$ cat src/rtl/div_seq_pkg.sv
// ============================================================================
// div_seq_pkg : shared divider opcodes and FSM state encoding
// Revision    : 1.0
// ============================================================================
`default_nettype none

package div_seq_pkg;

  localparam int DIV_OP_WIDTH = 2;

  // Matches the multiplier-extension decoder encoding
  localparam logic [DIV_OP_WIDTH-1:0] DIV_OP_DIV  = 2'd0;
  localparam logic [DIV_OP_WIDTH-1:0] DIV_OP_DIVU = 2'd1;
  localparam logic [DIV_OP_WIDTH-1:0] DIV_OP_REM  = 2'd2;
  localparam logic [DIV_OP_WIDTH-1:0] DIV_OP_REMU = 2'd3;

  localparam logic [1:0] DIV_IDLE = 2'd0;
  localparam logic [1:0] DIV_CALC = 2'd1;
  localparam logic [1:0] DIV_DONE = 2'd2;

  typedef enum logic [1:0] {
    S_IDLE = DIV_IDLE,
    S_CALC = DIV_CALC,
    S_DONE = DIV_DONE
  } div_state_e;

endpackage

`default_nettype wire

$ cat src/rtl/div_step.sv
// ============================================================================
// div_step : one combinational restoring shift-compare-subtract step
// Revision : 1.0
// ============================================================================
`default_nettype none

module div_step #(
  parameter int WIDTH = 32
) (
  input  logic [WIDTH:0]   i_rem,
  input  logic             i_qmsb,
  input  logic [WIDTH-1:0] i_divisor,
  output logic [WIDTH:0]   o_rem,
  output logic             o_qbit
);

  logic [WIDTH:0] w_sh;
  logic [WIDTH:0] w_diff;
  logic           w_ge;

  assign w_sh   = {i_rem[WIDTH-1:0], i_qmsb};
  assign w_diff = w_sh - {1'b0, i_divisor};
  // A set top bit would push the shifted value past any divisor
  assign w_ge   = i_rem[WIDTH] | (w_sh >= {1'b0, i_divisor});
  assign o_rem  = w_ge ? w_diff : w_sh;
  assign o_qbit = w_ge;

endmodule

`default_nettype wire

$ cat src/rtl/div_seq.sv
// ============================================================================
// div_seq  : sequential radix-2 divider for DIV/DIVU/REM/REMU
// Revision : 1.0
// ============================================================================
`default_nettype none

module div_seq
  import div_seq_pkg::*;
#(
  parameter int WIDTH = 32
) (
  input  logic                    clk,
  input  logic                    reset,
  input  logic [DIV_OP_WIDTH-1:0] divop,
  input  logic [WIDTH-1:0]        dividend,
  input  logic [WIDTH-1:0]        divisor,
  input  logic                    div_valid,
  output logic                    div_ready,
  output logic [WIDTH-1:0]        div_result
);

  localparam int CW = $clog2(WIDTH);
  localparam logic [WIDTH-1:0] C_MIN_NEG = {1'b1, {(WIDTH-1){1'b0}}};

  div_state_e       r_state, w_next;
  logic [CW-1:0]    r_count;
  logic [WIDTH:0]   r_rem;
  logic [WIDTH-1:0] r_q;
  logic [WIDTH-1:0] r_divisor;
  logic             r_neg_q, r_neg_r, r_is_rem;
  logic             r_ready;
  logic [WIDTH-1:0] r_result;

  logic             w_signed, w_is_rem, w_div_zero, w_ovf, w_special;
  logic             w_a_neg, w_b_neg;
  logic [WIDTH-1:0] w_abs_a, w_abs_b, w_special_result;
  logic [WIDTH:0]   w_rem;
  logic             w_qbit;
  logic [WIDTH-1:0] w_q_final, w_r_final, w_q_signed, w_r_signed, w_calc_result;
  logic             w_last;

  assign w_signed   = (divop == DIV_OP_DIV) || (divop == DIV_OP_REM);
  assign w_is_rem   = (divop == DIV_OP_REM) || (divop == DIV_OP_REMU);
  assign w_div_zero = (divisor == '0);
  assign w_ovf      = w_signed && (dividend == C_MIN_NEG) && (divisor == '1);
  assign w_special  = w_div_zero || w_ovf;
  assign w_a_neg    = w_signed & dividend[WIDTH-1];
  assign w_b_neg    = w_signed & divisor[WIDTH-1];
  assign w_abs_a    = w_a_neg ? (~dividend + 1'b1) : dividend;
  assign w_abs_b    = w_b_neg ? (~divisor + 1'b1) : divisor;

  // Divide-by-zero returns the raw dividend as remainder, never its magnitude
  assign w_special_result = w_div_zero ? (w_is_rem ? dividend : '1)
                                       : (w_is_rem ? '0 : C_MIN_NEG);

  div_step #(.WIDTH(WIDTH)) u_step (
    .i_rem     (r_rem),
    .i_qmsb    (r_q[WIDTH-1]),
    .i_divisor (r_divisor),
    .o_rem     (w_rem),
    .o_qbit    (w_qbit)
  );

  assign w_last        = (r_count == CW'(WIDTH - 1));
  assign w_q_final     = {r_q[WIDTH-2:0], w_qbit};
  assign w_r_final     = w_rem[WIDTH-1:0];
  assign w_q_signed    = r_neg_q ? (~w_q_final + 1'b1) : w_q_final;
  assign w_r_signed    = r_neg_r ? (~w_r_final + 1'b1) : w_r_final;
  assign w_calc_result = r_is_rem ? w_r_signed : w_q_signed;

  always_ff @(posedge clk) begin
    if (reset) r_state <= S_IDLE;
    else       r_state <= w_next;
  end

  always_comb begin
    w_next = r_state;
    case (r_state)
      S_IDLE: if (div_valid) w_next = w_special ? S_DONE : S_CALC;
      S_CALC: begin
        if (!div_valid)  w_next = S_IDLE;
        else if (w_last) w_next = S_DONE;
      end
      S_DONE:  w_next = S_IDLE;
      default: w_next = S_IDLE;
    endcase
  end

  always_ff @(posedge clk) begin
    if (reset) begin
      r_count   <= '0;
      r_rem     <= '0;
      r_q       <= '0;
      r_divisor <= '0;
      r_neg_q   <= 1'b0;
      r_neg_r   <= 1'b0;
      r_is_rem  <= 1'b0;
      r_ready   <= 1'b0;
      r_result  <= '0;
    end else begin
      r_ready <= (w_next == S_DONE);
      case (r_state)
        S_IDLE: begin
          if (div_valid) begin
            r_is_rem  <= w_is_rem;
            r_neg_q   <= w_a_neg ^ w_b_neg;
            r_neg_r   <= w_a_neg;
            r_rem     <= '0;
            r_q       <= w_abs_a;
            r_divisor <= w_abs_b;
            r_count   <= '0;
            if (w_special) r_result <= w_special_result;
          end
        end
        S_CALC: begin
          if (div_valid) begin
            r_rem   <= w_rem;
            r_q     <= w_q_final;
            r_count <= r_count + 1'b1;
            if (w_last) r_result <= w_calc_result;
          end
        end
        default: ;
      endcase
    end
  end

  assign div_ready  = r_ready;
  assign div_result = r_result;

endmodule

`default_nettype wire
$ cat config.mk
export PLATFORM = sky130hd
export DESIGN_NAME = div_seq
export DESIGN_NICKNAME = d
export VERILOG_FILES = /design/src/rtl/div_seq_pkg.sv /design/src/rtl/div_step.sv /design/src/rtl/div_seq.sv
export SDC_FILE = /design/constraint.sdc
export NUM_CORES = 1
export LEC_CHECK = 0
export CORE_MARGIN = 2
export CORE_UTILIZATION = 55
export DETAILED_ROUTE_END_ITERATION = 10
export PLACE_DENSITY_LB_ADDON = 0.25
export SYNTH_ARGS = -nofsm -noshare
export SYNTH_HDL_FRONTEND = slang
export SYNTH_SLANG_ARGS = --single-unit
$ cat constraint.sdc
create_clock -name clk -period 13.95 [get_ports clk]
set_input_delay 4.185 -clock clk [delete_from_list [all_inputs] [get_ports clk]]
set_output_delay 4.185 -clock clk [all_outputs]
set_load 0.005 [all_outputs]
==> Flow_metrics.wiki <==
{| class="wikitable"
! Metric !! Value
|-
| Height of the chip || 147.5 um
|-
| Critical Path Source Type || input pin
|-
| Mean number of vias per cell || approximately 6.4
|-
| Longest Clk Path Bufs || 2
|-
| Setup TNS Final || 0 ns
|-
| Post-DP HPWL || 26650 um
|-
| Root Driver || sky130_fd_sc_hd__clkbuf_16
|-
| DR pass1 iterations || 6
|-
| Count of cell types in the netlist || 83
|-
| Critical Path Fanout Max || 14
|-
| Worst supply voltage drop on vdd || 0.00008115 V
|-
| P_int || between 800 and 900 uW
|-
| First-pass GRT wire length || 58920 um
|-
| Cell Area, Synth || 11330 um2
|-
| CTS tree || built
|-
| Minimum setup slack among reg-to-reg paths || 8.65 ns
|-
| Total number of H-tree levels || 4
|-
| Arrival @ worst endpoint || 8.11 ns
|-
| Transition time at the pin with the least slew margin || about 1.2 ns
|-
| List of cells traversed by the critical path || clkdlybuf4s50_1, or4_1, nor4_1, nor2b_1, and2_0, and3_1, o31ai_1, or2_2, nor2_1, o2111ai_1, a221oi_1
|-
| Net count of the mapped netlist || 1703
|-
| Fmax || 128.4 MHz
|-
| Largest cells by area after synthesis || sky130_fd_sc_hd__dfxtp_1 (25%), sky130_fd_sc_hd__a21oi_1 (6.5%), sky130_fd_sc_hd__xnor2_1 (6.4%), sky130_fd_sc_hd__nor2_1 (6.3%), sky130_fd_sc_hd__nand2_1 (5.8%)
|-
| CP Capture Type || register
|-
| Count of port buffers added during placement || 101
|-
| Dominant synthesized flop cell || sky130_fd_sc_hd__dfxtp_1
|-
| Area leader, netlist || sky130_fd_sc_hd__dfxtp_1
|-
| Worst-skew pair later-pin latency || approximately 0.44 ns
|-
| Routed wire length per instance || 19.15 um
|-
| Clock period minus final worst setup slack || 7.789 ns
|-
| Count of warnings emitted by yosys || 0
|-
| Avg Cell Area, Syn || 7.108 um2
|-
| Leak || 0.004931 uW
|-
| Total gr overflow || 0
|-
| Number of clock sinks || 140
|-
| Post-synth EDFFs || 0
|-
| Setup-failing EPs final || 0
|-
| Detailed Route Iter0 Violations || 1353
|-
| Worst-path cell with the longest stage delay || sky130_fd_sc_hd__or4_1
|-
| Class of the worst hold path || register to register
|-
| Area growth from synthesis to layout || 14.02%
|-
| Max Clock Skew || approximately 0.013 ns
|-
| Remaining max-slew budget at the tightest pin || 17.18%
|-
| Reg-to-Reg Start || r_rem[0]
|-
| Clock transition at path regs || 0.06 ns
|-
| Path type of the worst setup path || input pin to register
|-
| Setup repair bufs after CTS || 0
|-
| Cts-stage hold buffer count || 0
|-
| Initial Util || 56.00%
|-
| Power Dens Cells || 104.4 nW/um2
|-
| Total Wirelength || 36520 um
|-
| Cell depth of the worst min-delay path || 2
|-
| Most common cell in the netlist || sky130_fd_sc_hd__nor2_1
|-
| Antenna diode count || 0
|-
| Count of nets left with antenna violations after detail routing || 0
|-
| Die Span X || 147.5 um
|-
| Seq cells post-synth || 140
|-
| R2R depth || 16
|-
| Via total after detailed routing || ~12000
|-
| Global Route Usage Sum || about a third
|-
| Setup repair after global routing missed its margin || false
|-
| Number of hold-slack violations in the final timing report || 0
|-
| Count of standard-cell rows || between 50 and 60
|-
| Number of CTS-inserted buffers || 17
|-
| Final weighted congestion in routability-driven placement || 0.9332
|-
| Largest net degree at the start of global routing || between 100 and 150
|-
| Final instance area || 12920 um2
|-
| Fraction of power consumed by combinational cells || 34.3%
|-
| Minimum hold slack || 0.4387 ns
|-
| Worst path setup slack after routing || 6.161 ns
|-
| Antenna violations before repair || 1
|-
| Post-cts resize count || 0
|-
| Area of the die || 21770 um2
|-
| Share of synthesized registers carrying an async set or reset || 0%
|-
| Delay contributed by the slowest stage of the critical path || 0.65 ns
|-
| End point of the worst hold path || div_result[12]
|-
| Top Ports || 102
|-
| # Max-Cap Violations || 0
|-
| Required time of the critical path || 14.28 ns
|-
| Layout cells sized above 1 || 4.215%
|-
| Number of pins with negative max-slew slack in the final report || 0
|-
| Fraction of the cycle the final worst path needs || 55.83%
|-
| Net switching power of the design || about 500 uW
|-
| Share of Yosys cell area claimed by the top area cell type || 24.73%
|-
| RR Endpoint || div_result[26]
|-
| Top post-synthesis cells by count || sky130_fd_sc_hd__nor2_1 (191), sky130_fd_sc_hd__nand2_1 (175), sky130_fd_sc_hd__a21oi_1 (147), sky130_fd_sc_hd__dfxtp_1 (140), sky130_fd_sc_hd__o21ai_0 (118)
|-
| Clock power frac || 33.1%
|-
| Pre-CTS worst setup slack || 5.880 ns
|-
| DP Area || 12350 um2
|-
| Post-synthesis cell count || ~1600
|-
| Core area || 20230 um2
|-
| Sequential-to-total area share from yosys stat || around a quarter
|-
| Via count of the first global-routing pass || 11210
|-
| Power share of the sequential group || 32.6%
|-
| DRC errors left || 0
|-
| Startpoint of the most critical hold path || div_result[12]
|-
| Switching portion of total power || 37.23%
|-
| Final net count || 1733
|-
| Result of the run || completed
|}
-- power groups by stage --
stage               Combinational, uW  Sequential (uW)  Clock [uW]
floorplan                         323              440           0
global placement                  442              447           0
detailed placement                449              447           0
CTS                               451              439         448
global route                      505              442         468
finish                            463              440         446
-- worst max path at each step --
stage	startpoint	end
2_1_floorplan	dividend[13]	div_result[23]
6_report	dividend[13]	div_result[30]
5_1_grt	dividend[13]	div_result[23]
3_5_place_dp	dividend[13]	div_result[30]
3_3_place_gp	dividend[13]	div_result[23]
4_1_cts	dividend[13]	div_result[30]
-- cells in the final DEF, fill, tap and decap left out, types with 39 or more instances in the layout --
cell                              instances
sky130_fd_sc_hd__nor2_1                 190
sky130_fd_sc_hd__nand2_1                175
sky130_fd_sc_hd__a21oi_1                147
sky130_fd_sc_hd__dfxtp_1                140
sky130_fd_sc_hd__o21ai_0                118
sky130_fd_sc_hd__clkdlybuf4s50_1        100
sky130_fd_sc_hd__inv_1                   89
sky130_fd_sc_hd__xnor2_1                 83
sky130_fd_sc_hd__xor2_1                  48
sky130_fd_sc_hd__nor3_1                  40
sky130_fd_sc_hd__ha_1                    39
-- final cells by class --
| class | instances | area (um2) |
|---|---|---|
| Clock buffer | 20 | 456.7 |
| Clock inverter | 12 | 111.4 |
| Fill cell | 1864 | 7315 |
| Inverter | 90 | 337.8 |
| Multi-Input combinational cell | 1263 | 7785 |
| Sequential cell | 140 | 2803 |
| Tap cell | 270 | 337.8 |
| Timing Repair Buffer | 112 | 1089 |
-- metrics by stage --
step / power, uW / std cells / utilization, %
detailed placement: 896.1 / 1875 / 61.04
global route: 1415 / 1907 / 63.85
global placement: 888.9 / 1875 / 61.04
finish: 1349 / 1907 / 63.85
floorplan: 763.2 / 1594 / -
CTS: 1339 / 1907 / 63.85
-- sequential cells by signal, indices dropped and copies added, names as in the netlist, 2 cells and up --
signal,count
div_result,32
r_count,5
r_divisor,32
r_q,32
r_rem,33
r_state,2
-- cells by family after synthesis --
kind of cell | count (synthesis) | synth area share (%)
DFF | 140 | 24.73
AOI/OAI and AO/OA | 504 | 28.82
muxes | 16 | 1.446
buffers and inverters | 191 | 6.648
and+or+nand+nor | 572 | 23.74
adders and majority gates | 40 | 4.483
xor gates and xnor gates | 131 | 10.13
-- critical path, delay by kind of cell --
| kind | cells | cell delay [ns] |
|---|---|---|
| AO/OA/AOI/OAI | 3 | 0.65 |
| AND/OR/NAND/NOR | 7 | 2.73 |
| buffers and inverters | 1 | 0.55 |
-- per-layer routing --
metal	share of wire (%)	global-route usage (%)	vias to the layer above	routed length, um
met4	2.6	10.38	2	964
met3	9.3	6.327	95	3399
li1	-	-	5807	-
met2	44	52.65	637	16220
met1	44	46.37	5689	15930
met5	0.036	0	-	13
No activity file was read; power rests on OpenSTA's default activity.
